### config.mk
export PLATFORM = sky130hd
export DESIGN_NAME = aileron_valve_sequencer
export DESIGN_NICKNAME = d
export VERILOG_FILES = /design/src/rtl/aileron_valve_sequencer.sv
export SDC_FILE = /design/constraint.sdc
export NUM_CORES = 1
export LEC_CHECK = 0
export ABC_AREA = 0
export CAP_MARGIN = 20
export CORE_ASPECT_RATIO = 1.2
export CORE_MARGIN = 5
export CORE_UTILIZATION = 33
export DETAILED_ROUTE_END_ITERATION = 6
export GPL_ROUTABILITY_DRIVEN = 0
export GPL_TIMING_DRIVEN = 0
export PLACE_DENSITY = 0.56
export SETUP_SLACK_MARGIN = 0.3
export SYNTH_ARGS = -nofsm -noshare
export SYNTH_HDL_FRONTEND = slang
export SYNTH_SLANG_ARGS = --single-unit
export TNS_END_PERCENT = 20
### constraint.sdc
create_clock -name clk -period 3.26 [get_ports clk]
set_clock_uncertainty 0.15 [all_clocks]
set_input_delay 0.978 -clock clk [delete_from_list [all_inputs] [get_ports clk]]
set_output_delay 0.978 -clock clk [all_outputs]
set_load 0.01 [all_outputs]
### src/rtl/aileron_valve_sequencer.sv
// Rate-limited aileron valve driver: signed angle command in, thermometer-coded
// left/right valve banks out, with a dead time whenever the active side reverses.
module aileron_valve_sequencer #(
    parameter int ANG_W       = 4,
    parameter int N_VALVES    = 2,
    parameter int STEP_CYCLES = 4,
    parameter int DEAD_CYCLES = 2
) (
    input  logic                clk,
    input  logic                rst_n,
    input  logic                cmd_valid,
    output logic                cmd_ready,
    input  logic [ANG_W-1:0]    cmd_ang,
    output logic [N_VALVES-1:0] valve_l,
    output logic [N_VALVES-1:0] valve_r,
    output logic                busy,
    output logic                settled
);
    localparam int LVL_W = $clog2(N_VALVES + 1);
    localparam int MAG_W = ANG_W - 1;
    localparam int RAW_W = MAG_W + 1;
    localparam int SHIFT = ANG_W - 1 - $clog2(N_VALVES);
    localparam int TMR_W = (STEP_CYCLES > 1) ? $clog2(STEP_CYCLES) : 1;
    localparam int DED_W = (DEAD_CYCLES > 1) ? $clog2(DEAD_CYCLES) : 1;
    localparam logic [TMR_W-1:0] TMR_LAST = TMR_W'(STEP_CYCLES - 1);
    localparam logic [DED_W-1:0] DED_LAST = DED_W'(DEAD_CYCLES - 1);

    typedef enum logic [1:0] {
        SIDE_NONE  = 2'd0,
        SIDE_LEFT  = 2'd1,
        SIDE_RIGHT = 2'd2
    } side_t;

    typedef enum logic [1:0] {
        IDLE = 2'd0,
        STEP = 2'd1,
        DEAD = 2'd2
    } state_t;

    state_t            state_reg, state_next;
    side_t             side_reg, side_next;
    side_t             tgt_side_reg, tgt_side_next;
    logic [LVL_W-1:0]  level_reg, level_next;
    logic [LVL_W-1:0]  tgt_level_reg, tgt_level_next;
    logic [TMR_W-1:0]  timer_reg, timer_next;
    logic [DED_W-1:0]  dead_reg, dead_next;

    logic              accept;
    logic [MAG_W-1:0]  cmd_mag;
    logic [RAW_W-1:0]  cmd_lvl_raw;
    logic [LVL_W-1:0]  cmd_level;
    side_t             cmd_side;
    side_t             eff_side;
    logic [LVL_W-1:0]  eff_level;
    logic              at_target;
    logic              toward;

    // Command decode: magnitude with most-negative saturation, then level bucket.
    always_comb begin
        if (!cmd_ang[ANG_W-1]) begin
            cmd_mag = cmd_ang[MAG_W-1:0];
        end else if (cmd_ang[MAG_W-1:0] == '0) begin
            cmd_mag = '1;
        end else begin
            cmd_mag = ~cmd_ang[MAG_W-1:0] + MAG_W'(1);
        end

        cmd_lvl_raw = ({1'b0, cmd_mag} >> SHIFT) + RAW_W'(1);

        if (cmd_ang == '0) begin
            cmd_level = '0;
            cmd_side  = SIDE_NONE;
        end else begin
            cmd_level = (cmd_lvl_raw > RAW_W'(N_VALVES)) ? LVL_W'(N_VALVES)
                                                         : LVL_W'(cmd_lvl_raw);
            cmd_side  = cmd_ang[ANG_W-1] ? SIDE_LEFT : SIDE_RIGHT;
        end
    end

    assign cmd_ready = (state_reg != DEAD);
    assign settled   = (state_reg == IDLE);
    assign busy      = ~settled;
    assign accept    = cmd_valid & cmd_ready;

    // A command accepted this edge takes effect in this edge's decision.
    assign eff_side  = accept ? cmd_side  : tgt_side_reg;
    assign eff_level = accept ? cmd_level : tgt_level_reg;
    assign at_target = (level_reg == eff_level) &&
                       ((level_reg == '0) || (side_reg == eff_side));
    assign toward    = (level_reg == '0) || (side_reg == eff_side);

    always_comb begin
        state_next     = state_reg;
        side_next      = side_reg;
        level_next     = level_reg;
        tgt_side_next  = eff_side;
        tgt_level_next = eff_level;
        timer_next     = '0;
        dead_next      = '0;

        case (state_reg)
            IDLE: begin
                if (!at_target) begin
                    state_next = STEP;
                end
            end
            STEP: begin
                if (at_target) begin
                    state_next = IDLE;
                    if (level_reg == '0) begin
                        side_next = SIDE_NONE;
                    end
                end else if (timer_reg != TMR_LAST) begin
                    timer_next = timer_reg + 1'b1;
                end else if (toward) begin
                    side_next  = eff_side;
                    level_next = (level_reg < eff_level) ? level_reg + 1'b1
                                                         : level_reg - 1'b1;
                    if (level_next == eff_level) begin
                        state_next = IDLE;
                    end
                end else begin
                    // Wrong side: close down first, dead time only if reopening.
                    level_next = level_reg - 1'b1;
                    if (level_next == '0) begin
                        side_next  = SIDE_NONE;
                        state_next = (eff_level == '0) ? IDLE : DEAD;
                    end
                end
            end
            DEAD: begin
                if (dead_reg == DED_LAST) begin
                    state_next = STEP;
                    side_next  = eff_side;
                    level_next = '0;
                end else begin
                    dead_next = dead_reg + 1'b1;
                end
            end
            default: begin
                state_next = IDLE;
                side_next  = SIDE_NONE;
                level_next = '0;
            end
        endcase
    end

    always_ff @(posedge clk or negedge rst_n) begin
        if (!rst_n) begin
            state_reg     <= IDLE;
            side_reg      <= SIDE_NONE;
            level_reg     <= '0;
            tgt_side_reg  <= SIDE_NONE;
            tgt_level_reg <= '0;
            timer_reg     <= '0;
            dead_reg      <= '0;
        end else begin
            state_reg     <= state_next;
            side_reg      <= side_next;
            level_reg     <= level_next;
            tgt_side_reg  <= tgt_side_next;
            tgt_level_reg <= tgt_level_next;
            timer_reg     <= timer_next;
            dead_reg      <= dead_next;
        end
    end

    // Outputs decode registered state only; a single side register keeps banks exclusive.
    logic [N_VALVES-1:0] therm;

    generate
        for (genvar gi = 0; gi < N_VALVES; gi++) begin : g_therm
            assign therm[gi] = (level_reg > LVL_W'(gi));
        end
    endgenerate

    assign valve_l = (side_reg == SIDE_LEFT)  ? therm : '0;
    assign valve_r = (side_reg == SIDE_RIGHT) ? therm : '0;

endmodule

; Yosys cells after proc, flatten, opt, wreduce, memory -nomap -nowiden
; Cells that the tools add are included.
[word_totals]
output_inout_bits = 7
in_bits = 7
reg_bits = 13
elab_cells = 85
[op_classes]
magnitude_cmp = 4
addsub = 6
mux = 37
eq_ne = 17
n_bitwise = 3
n_reduce_logical = 11
[op_table]
columns = operator, count
row1 = 2-bit 2-to-1 mux, 30
row2 = 2-bit case mux with 3 select lines, 3
row3 = 2-bit inequality test (second input constant), 6
row4 = 5-bit AND reduction, 2
row5 = 2-bit logical NOT, 4
row6 = 4-bit inequality test (second input constant), 2
row7 = 2-bit equality test, 3
row8 = 3-bit 2-to-1 mux, 2
row9 = 3-bit inequality test (second input constant), 2
row10 = 2-bit by 1-bit adder with 2-bit output (second input constant), 2
row11 = 2-bit by 1-bit equality test with 1-bit output (second input constant), 2
row12 = 2-bit equality test (second input constant), 2
row13 = 2-bit by 1-bit > comparator with 1-bit output (second input constant), 2
row14 = 4-bit logical NOT, 1
row15 = 4-bit AND reduction, 1
row16 = 3-bit by 1-bit adder with 3-bit output (second input constant), 1
row17 = 3-bit logical NOT, 1
row18 = 3-bit NOT, 1
row19 = 1-bit by 1-bit adder with 2-bit output (second input constant), 1
row20 = 2-bit > comparator (second input constant), 1
row21 = 2-bit < comparator, 1
row22 = 1-bit 2-to-1 mux, 2
row23 = 2-bit by 1-bit subtractor with 2-bit output (second input constant), 1
row24 = 1-bit adder (second input constant), 1
row25 = 4 further kinds, 4

; Logic depth before layout (Yosys ltp)
; Gate-level depths: netlist (run 1).
[logic_depth]
ltp_word = 17
ltp_mapped = 13
ltp_nobuf = 12

; Worst setup path before layout (run 1)
; OpenSTA, ideal clock, no wires.
[synth_timing]
path_type = input port to flip-flop
start = input port cmd_ang[3]
end = register state_reg[1]
setup_time_ns = 0.128
n_path_buf = 0
stages = 10
required_time_ns = 2.982
slack_ns = -0.304
t_arrival_ns = 3.286
cell_sequence = nor2_1 o21ai_0 o21ai_0 ha_1 inv_1 or4_1 a221o_1 a41o_1 a211oi_2 mux2_1
[synth_between]
elab_chain_len = 13
word_cells_on_any_way = 29
cone_classes = add/sub (1) / order compare (2) / eq/ne (7) / mux (14) / reduce/logical (5)
[synth_lines]
columns = item, line_no
row1 = from (decl), 13  ; input logic [ANG_W-1:0] cmd_ang,
row2 = 3-bit 2-to-1 mux, 60  ; if (!cmd_ang[ANG_W-1]) begin
row3 = 1-bit by 1-bit adder with 2-bit output, 68  ; cmd_lvl_raw = ({1'b0, cmd_mag} >> SHIFT) + RAW_W'(1);
row4 = 2-bit > comparator, 74  ; cmd_level = (cmd_lvl_raw > RAW_W'(N_VALVES)) ? LVL_W'(N_VALVES)
row5 = 2-bit 2-to-1 mux, 74
row6 = 2-bit 2-to-1 mux *, 70  ; if (cmd_ang == '0) begin
row7 = 2-bit 2-to-1 mux *, 87  ; assign eff_level = accept ? cmd_level : tgt_level_reg;
row8 = named net eff_level[0], 54  ; logic [LVL_W-1:0] eff_level;
row9 = "parallel branches: the longest is 7 deep, another holds 2-bit < comparator", -
row10 = to (signal assigned), 158  ; state_reg <= state_next;
row11 = to (decl), 40  ; state_t state_reg, state_next;
; Mark *: on every way through the listed nets, which the timed path passes. The select of a mux whose other input is x is not followed.
; A chain may end at the register's enable or synchronous reset.

; Final worst setup path (run 1)
[layout_timing]
start = input port cmd_ang[2]
end = register state_reg[1]
[layout_between]
elab_chain_len = 16
word_cells_on_any_way = 32
cone_classes = add/sub (2) / order compare (2) / eq/ne (7) / mux (14) / bitwise (1) / reduce/logical (6)
[layout_lines]
columns = item, line_no
row1 = 3-bit NOT, 65  ; cmd_mag = ~cmd_ang[MAG_W-1:0] + MAG_W'(1);
row2 = 3-bit by 1-bit adder with 3-bit output, 65
row3 = 3-bit 2-to-1 mux, 62  ; end else if (cmd_ang[MAG_W-1:0] == '0) begin
row4 = 3-bit 2-to-1 mux, 60
row5 = 1-bit by 1-bit adder with 2-bit output, 68
row6 = 2-bit > comparator, 74
row7 = 2-bit 2-to-1 mux, 74
row8 = 2-bit 2-to-1 mux *, 70
row9 = 2-bit 2-to-1 mux *, 87
row10 = named net eff_level[0], 54
row11 = "parallel branches: the longest is 7 deep, another holds 2-bit < comparator", -
; Marks and branches as above.

==> metrics.txt, run 1 <==
RSZ-0062 raised after global routing=yes; Setup Slack @ Placement=-1.072 ns; Residual DRC=0; worst min path class=reg2reg; CP Data Required Time=3.27 ns; CP cell instances=buf_8 > and2_4 > o21ai_4 > o21ai_4 > ha_4 > or4_4 > a221o_1 > a41o_1 > a211oi_2 > mux2_1; clock network power share=13.3%; worst path arrival time=3.27 ns; reg2reg end=state_reg[1]; post-layout instance area=1511 um^2; pin count of the biggest net entering global routing=14; CP max-delay cell=or4_4; type of origin of the critical path=input pin; share of cells above drive strength 1=37.84%; CTS tree=done; Max Freq=0.3072 GHz; register area share after synthesis=30.23%; fin util=48.59%; Max Root-Sink Buffers=2; Inserted Diodes=0; Peak VDD IR=0.3382 mV; PnR worst setup slack=0.005171 ns; CTS root buffer=clkbuf_4; Logic pwr share=58.2%; Max-Cap Viols=0; Synth Register Bits=13; first-pass GRT wire length=4505 um; setup violators final=0; PD cells=522.4 nW/um^2; DR vias/cell=5.120; Slew Limit Fails=0; Post-Synthesis Cells=115; outcome=finished clean; Reg2Reg Depth=12; Cell Count Post-Placement=164; Via Count=942; Switching Share=39.95%; Cell Count, Final, Fillers Out=184; Synth warnings=0; DR WL/cell=14.05 um; Pint=0.0004742 W; sequential share of power=28.5%; PortBufs=13; Rel. slew slack=58.57%; Lkg Pwr=0.6440 nW; Syn Nets=131; Synth Cell Area=1076 um^2; Crit Path Class=in2reg; placed instance area=1256 um^2; GRT Total Usage=12.14%; Final Hold Fails=0; core area=3110 um^2; Chip Height=72.55 um; r2r setup slk=0.05 ns; CP endpoint=state_reg[1]; final period utilization=99.84%; critical path fanouts, max=3; CP Capture Type=flip-flop; Layout Nets=165; CP max stage delay=0.41 ns; Worst-Margin Slew=0.6195 ns; number of DRC markers after the initial detailed-route iteration=38; worst reg2reg path startpoint=state_reg[0]; ys async rst share=100.0%; min Tclk post-route=3.255 ns; post-synthesis cell type count=45; gr ovfl total=0; Initial Util=34.59%; drt pass-1 iters=4; Die W=62.13 um; htree depth=1; vias in the first global route=1009; Final Power=0.0007897 W; crit path from=cmd_ang[2]; sinks on the clock net=13; Syn Area/Cell=9.357 um^2; die area=4507 um^2; Worst path most repeated cell=o21ai_4; dpl hpwl=1764 um; ys flop type=dfrtp_1; final WL=2585 um; NetSw=0.0003154 W; Layout area overhead=40.47%; Cell Rows=22; initial antenna violation count=0; # IOs=14; Num CTS Buffers=3; clock transition at the registers of the reported paths=0.09 ns; EDFF count, synth=0; Antenna Nets Post-Route=0; later-pin clock latency in the skew report=0.28 ns
==> how the worst min path moves through the flow <==
stage / start / end / slack, ns / depth (start not counted)
after floorplan: timer_reg[0] / timer_reg[0] / 0.26 / 1
after global placement: timer_reg[0] / timer_reg[0] / 0.28 / 1
after detailed placement: timer_reg[0] / timer_reg[0] / 0.29 / 1
after CTS: timer_reg[0] / timer_reg[0] / 0.30 / 1
after global routing: timer_reg[0] / timer_reg[0] / 0.32 / 1
final: timer_reg[0] / timer_reg[0] / 0.30 / 1
==> power by group through the flow <==
stage	clock network [W]	registers, W	logic [W]
after global routing	0.000117	0.000229	0.000510
after CTS	0.000113	0.000225	0.000423
after global placement	0	0.000227	0.000373
final	0.000105	0.000225	0.000460
after detailed placement	0	0.000227	0.000376
after floorplan	0	0.000221	0.000286
==> layout by cell type, fill, tap and decap left out, drive strengths merged <==
master / n
a211oi: 2
ha: 9
nor3: 1
dfrtp: 13
o211ai: 1
a22o: 1
xnor2: 2
or2: 2
buf: 23
a21oi: 3
a2111oi: 1
nand2: 8
o21bai: 1
nand4: 1
a221o: 1
nor4: 1
nand3: 2
clkdlybuf4s50: 8
a31o: 1
o311ai: 1
o21ai: 5
or3: 1
nor2b: 2
nand2b: 4
xor2: 1
mux2i: 3
mux2: 4
nor2: 15
o2bb2ai: 2
and3: 2
o311a: 1
a31oi: 2
and2: 3
a41o: 1
nor3b: 3
inv: 11
or4: 1
clkbuf: 5
==> metal layers <==
layer	up-vias	share of wire, %	global-route usage [%]
met3	2	3.2	1.858
met5	-	0	0
li1	470	-	-
met2	12	53	22.12
met1	458	43	14.30
met4	0	0.77	4.337
==> stage by stage <==
step | hold slack (ns) | TNS (ns)
final | 0.2994 | 0
after global routing | 0.3243 | -0.2206
after CTS | 0.3012 | -0.1343
after detailed placement | 0.2874 | -4.616
after global placement | 0.2826 | -4.248
after floorplan | 0.2638 | -0.2426
==> worst max-delay path: cells and delay by family <==
kind	cells	cell delay (ns)
buf+inv	1	0.10
fa+ha+maj	1	0.24
simple gates	2	0.57
compound gates	5	1.02
mux	1	0.35
==> cell type report <==
type	count	area, um^2
fill	310	1599
multi-input combinational	88	785.8
sequential	13	325.3
timing repair buffer	29	261.5
tap	36	45.04
inverter	11	43.79
clock buffer	4	26.28
buffer	3	23.77
==> logic make-up (layout without fill, tap and decap cells) <==
| logic type | after synthesis | count (layout) | share of synthesized area, % |
|---|---|---|---|
| fa+ha+maj | 9 | 9 | 10.47 |
| simple gates | 46 | 46 | 22.91 |
| mux | 7 | 7 | 7.325 |
| flops | 13 | 13 | 30.23 |
| xor+xnor | 3 | 3 | 2.442 |
| compound gates | 23 | 23 | 20.93 |
| buf+inv | 14 | 47 | 5.697 |
==> timing repair <==
action,CTS,global route
gates resized for setup,42,11
endpoints found under the setup margin,12,8
hold buffers,0,0
setup buffers,8,8
pin swaps,11,10
cloned,0,0
==> synth_stat cells (2+ instances only) <==
cell       count  area (um^2)
a21oi_1        2        10.01
nand2_1        8        30.03
o21ai_0        5        25.02
nor3b_1        3        22.52
a31oi_1        2        12.51
and3_1         2        12.51
inv_1         11        41.29
ha_1           9        112.6
mux2_1         3        33.78
and2_1         3        18.77
o2bb2ai_1      2        17.52
nand3_1        2        10.01
dfrtp_1       13        325.3
nand2b_1       3        18.77
nor2_1        14        52.55
nor2b_1        2        12.51
mux2i_1        2        20.02
xnor2_1        2        17.52
No activity file was read; power rests on OpenSTA's default activity.
==> run 2, diff against run 1 <==
CORE_MARGIN = 2   (was 5)
==> run 2 against run 1 <==
Effect of this change:
- via count shrank 2.4%
- critical path type unchanged
- global-route usage grew 3.3 points
- power grew 1.6%
- die area shrank 17%
- utilization grew 0.15 points
- sequential power is essentially flat
==> metrics.txt, run 2 (same netlist as run 1, synthesis figures left out) <==
outcome=finished clean; critical path fanouts, max=4 (+1); Antenna Nets Post-Route=0 (unchanged); Residual DRC=0 (unchanged); pin count of the biggest net entering global routing=14 (unchanged); share of cells above drive strength 1=37.06% (-0.77 points); Num CTS Buffers=3 (unchanged); PortBufs=13 (unchanged); type of origin of the critical path=input pin; CP Capture Type=flip-flop; Via Count=919 (-2.4%); number of DRC markers after the initial detailed-route iteration=7 (-82%); RSZ-0062 raised after global routing=yes; Layout Nets=160 (-3.0%); Max Root-Sink Buffers=2 (unchanged); post-layout instance area=1503 um^2 (-0.58%); sinks on the clock net=13 (unchanged); vias in the first global route=967 (-4.2%); placed instance area=1256 um^2 (unchanged); Worst-Margin Slew=0.6103 ns (-0.009230 ns); initial antenna violation count=0 (unchanged); Cell Rows=22 (unchanged); die area=3735 um^2 (-17%); Max-Cap Viols=0 (unchanged); CTS root buffer=clkbuf_4; final period utilization=99.32% (-0.52 points); first-pass GRT wire length=4457 um (-1.1%); setup violators final=0 (unchanged); DR vias/cell=5.134 (+0.28%); dpl hpwl=1780 um (+0.91%); later-pin clock latency in the skew report=0.28 ns (about the same); clock transition at the registers of the reported paths=0.09 ns (about the same); gr ovfl total=0 (unchanged); fin util=48.74% (+0.15 points); # IOs=14 (unchanged); final WL=2536 um (-1.9%); # hold bufs at CTS=0 (unchanged); PD cells=534.1 nW/um^2 (+2.2%); GRT Total Usage=15.40% (+3.3 points); worst min path class=reg2reg; Final Hold Fails=0 (unchanged); Max Freq=0.3088 GHz (+0.52%); Die W=56.13 um (-9.7%); most frequent cells in the layout=13 x nor2_1, 13 x dfrtp_1, 11 x buf_4; worst path arrival time=3.26 ns (about the same); core area=3083 um^2 (-0.88%); CTS tree=done; Initial Util=34.90% (+0.31 points); # fillers=313 (+0.97%); Inserted Diodes=0 (unchanged); htree depth=1 (unchanged); drt pass-1 iters=5 (+1); DR WL/cell=14.17 um (+0.84%); Crit Path Class=in2reg; CP Data Required Time=3.28 ns (about the same); Peak VDD IR=0.3043 mV (-10%); Slew Limit Fails=0 (unchanged); Layout area overhead=39.65%; Chip Height=66.55 um (-8.3%); min Tclk post-route=3.238 ns (-0.01687 ns); Rel. slew slack=59.19% (+0.62 points); Lkg Pwr=0.6387 nW (-0.83%)
## run 2: power breakdown
group	internal, W	switching (W)
combinational	0.000236	0.000237
sequential	0.000197	0.0000293
clock	0.0000475	0.0000560
total	0.000480	0.000323
## run 2: cell type report
type	count	area [um^2]	area share, %
plain buffers	3	26.28	1.749
clock buffers	4	26.28	1.749
inverters	11	45.04	2.998
multi-input cells	88	807.0	53.71
flip-flops and latches	13	325.3	21.65
well taps	36	45.04	2.998
repair buffers	24	227.7	15.15
## run 2: path summary, 6_finish.rpt
kind / from / endpoint / slack, ns / cells past startpoint
min in group asynchronous: rst_n / level_reg[1] / 0.92 / 1
worst min register to register: timer_reg[0] / timer_reg[0] / 0.29 / 1
worst min-delay path: timer_reg[0] / timer_reg[0] / 0.29 / 1
worst max register to register: state_reg[0] / state_reg[1] / 0.11 / 12
max in group asynchronous: rst_n / state_reg[0] / 1.64 / 1
worst max-delay path: cmd_ang[2] / state_reg[1] / 0.02 / 12
## run 2: timing repair
action | 4_1_cts | 5_1_grt
gates resized for setup | 49 | 13
setup buffers | 9 | 2
setup endpoints to repair | 12 | 6
pin swaps | 10 | 9
## run 2: critical path, stage by stage
cell and delay [ns]:
buf_8 0.10, and2_4 0.16, o21ai_4 0.16, o21ai_4 0.08, ha_4 0.24, buf_6 0.12
buf_6 0.12, buf_4 0.13, o311a_1 0.32, a41o_1 0.27, a211oi_4 0.25, mux2_4 0.32
## run 2: per-stage QoR
stage	cells	total power (W)	setup TNS, ns	worst slack (ns)	hold WS [ns]
4_1_cts	177	0.0007730	-0.1076	-0.1076	0.2908
3_5_place_dp	164	0.0006059	-4.147	-1.029	0.2786
2_1_floorplan	115	0.0005067	-0.2426	-0.2160	0.2638
6_report	179	0.0008026	0	0.02205	0.2854
3_3_place_gp	164	0.0005989	-4.050	-1.003	0.2756
5_1_grt	179	0.0008727	-0.05202	-0.02754	0.3004
## run 2: routing by layer
metal	vias to the layer above	GRT usage [%]	share of wire (%)
met2	17	25.59	50
met5	-	0	0
li1	455	-	-
met1	441	19.50	45
met3	6	2.524	2.9
met4	0	7.143	2.0
==> run 3, diff against run 2 <==
CORE_ASPECT_RATIO = unset   (was 1.2)
==> run 3 against run 2 <==
Effect of this change:
- final cell count up 6.1%
- design area about the same
- routed wire length up 0.51%
- count of clock-buffer cells in the layout unchanged
- non-clock buffer count up 3
- maximum frequency down 0.62%
- critical path depth down 2
- combinational power down 4%
- first-iteration DRC count up 140%
- worst setup slack worse by 0.020 ns
- critical path type unchanged
- largest power group unchanged
==> metrics.txt, run 3 (same netlist as run 1, synthesis figures left out) <==
outcome=finished clean; most common cell after layout, fill and taps aside=buf_4; htree depth=1 (unchanged); Max-Cap Viols=0 (unchanged); die area=3733 um^2 (about the same); dpl hpwl=1768 um (-0.72%); drt pass-1 iters=4 (-1); Initial Util=34.96% (+0.057 points); share of cells above drive strength 1=36.30% (-0.76 points); CP Data Required Time=3.27 ns (about the same); WHS Endpoint=timer_reg[0]; setup violators final=0 (unchanged); Chip Height=61.10 um (-8.2%); Num CTS Buffers=3 (unchanged); final period utilization=99.95% (+0.62 points); worst min path class=reg2reg; Layout Nets=163 (+1.9%); Reg2Reg Depth=12 (unchanged); type of origin of the critical path=input pin; Max Freq=0.3069 GHz (-0.62%); # hold bufs at CTS=0 (unchanged); clock transition at the registers of the reported paths=0.08 ns (about the same); final WL=2549 um (+0.51%); PortBufs=13 (unchanged); worst path arrival time=3.27 ns (about the same); most frequent cells in the layout=15 x buf_4, 13 x nor2_1, 13 x dfrtp_1; number of DRC markers after the initial detailed-route iteration=17 (+10); Lkg Pwr=0.6745 nW (+5.6%); hold wc startpoint=timer_reg[0]; Final Hold Fails=0 (unchanged); Crit Path Class=in2reg; Slew Limit Fails=0 (unchanged); # IOs=14 (unchanged); Final Power=0.0007792 W (-2.9%); GRT Total Usage=15.33% (-0.069 points); CTS tree=done; Residual DRC=0 (unchanged); Peak VDD IR=0.3682 mV (+21%); Rel. slew slack=55.31% (-3.9 points); PD cells=518.1 nW/um^2 (-3.0%); initial antenna violation count=0 (unchanged); Cell Rows=20 (-9.1%); vias in the first global route=967 (unchanged); critical path fanouts, max=2 (-2); placed instance area=1266 um^2 (+0.80%); RSZ-0062 raised after global routing=yes; first-pass GRT wire length=4181 um (-6.2%); Setup Slack @ Placement=-1.028 ns (+0.001370 ns); hold path cells=1 (unchanged); pin count of the biggest net entering global routing=14 (unchanged); DR vias/cell=4.816 (-6.2%); Antenna Nets Post-Route=0 (unchanged); reg2reg end=state_reg[1]; Max Root-Sink Buffers=2 (unchanged); sinks on the clock net=13 (unchanged); later-pin clock latency in the skew report=0.27 ns (about the same); CP Capture Type=flip-flop; Via Count=915 (-0.44%); DR WL/cell=13.42 um (-5.3%); min Tclk post-route=3.258 ns (+0.02033 ns); Die W=61.10 um (+8.9%); worst reg2reg path startpoint=state_reg[0]; CTS root buffer=clkbuf_4; Worst-Margin Slew=0.6682 ns (+0.05791 ns); post-layout instance area=1504 um^2 (about the same); Layout area overhead=39.77% (about the same); PnR worst setup slack=0.001716 ns (-0.02033 ns); fin util=48.86% (+0.12 points); Inserted Diodes=0 (unchanged); Hold Slack=0.2922 ns (+0.006749 ns); r2r setup slk=0.08 ns (-0.03 ns); core area=3078 um^2 (-0.16%); gr ovfl total=0 (unchanged)
[run 3: changes by cell type in the layout (fill, tap and decap cells not counted), moves of 2 or more]
cell             before  now
buf_4                11   15
buf_6                 4    1
buf_2                 0    2
clkdlybuf4s50_1       6    4
dlymetal6s2s_1        0    2
[run 3: through the flow]
step | setup TNS, ns | std cells
after CTS | -0.08058 | 189
after floorplan | -0.2426 | 115
after global routing | -0.05252 | 190
final | 0 | 190
after detailed placement | -4.288 | 172
after global placement | -4.092 | 172
[run 3: worst max path at each step]
stage | startpoint | to | cells after the start
final | cmd_ang[0] | state_reg[1] | 10
after global routing | cmd_ang[0] | state_reg[1] | 10
after CTS | cmd_ang[0] | state_reg[1] | 10
after detailed placement | cmd_ang[3] | state_reg[1] | 11
after global placement | cmd_ang[3] | state_reg[1] | 11
after floorplan | cmd_ang[1] | state_reg[1] | 9
[run 3: worst max-delay path: stages]
cell and delay, ns:
buf_6 0.09, or2_4 0.26, o21ai_4 0.07, o21ai_4 0.08, ha_4 0.21, or4_1 0.46, a221o_1 0.32, a41o_1 0.23
a211oi_2 0.24, mux2_1 0.34
[run 3: timing repair]
action / 4_1_cts / 5_1_grt
pin swaps: 10 / 5
endpoints found under the hold margin: 0 / 0
setup endpoints to repair: 12 / 6
setup buffers: 13 / 1
resized for setup: 44 / 10
[run 3: layout make-up]
type,instances,area (um^2)
plain buffers,3,26.28
clock buffers,4,26.28
fillers,307,1574
inverters,11,45.04
multi-input cells,88,787.0
flip-flops and latches,13,325.3
well taps,44,55.05
repair buffers,27,239.0
[run 3: layer usage]
metal	wire [um]	part of all wire (%)	up-vias	track usage (%)
li1	-	-	459	-
met1	1185	46	438	18.70
met2	1263	50	16	26.90
met3	91	3.6	2	4.622
met4	9	0.35	0	2.795
met5	0	0	-	0
[run 3: where the power goes]
part | internal [W] | switching [W]
logic | 0.000224 | 0.000230
clock network | 0.0000474 | 0.0000524
registers | 0.000197 | 0.0000285
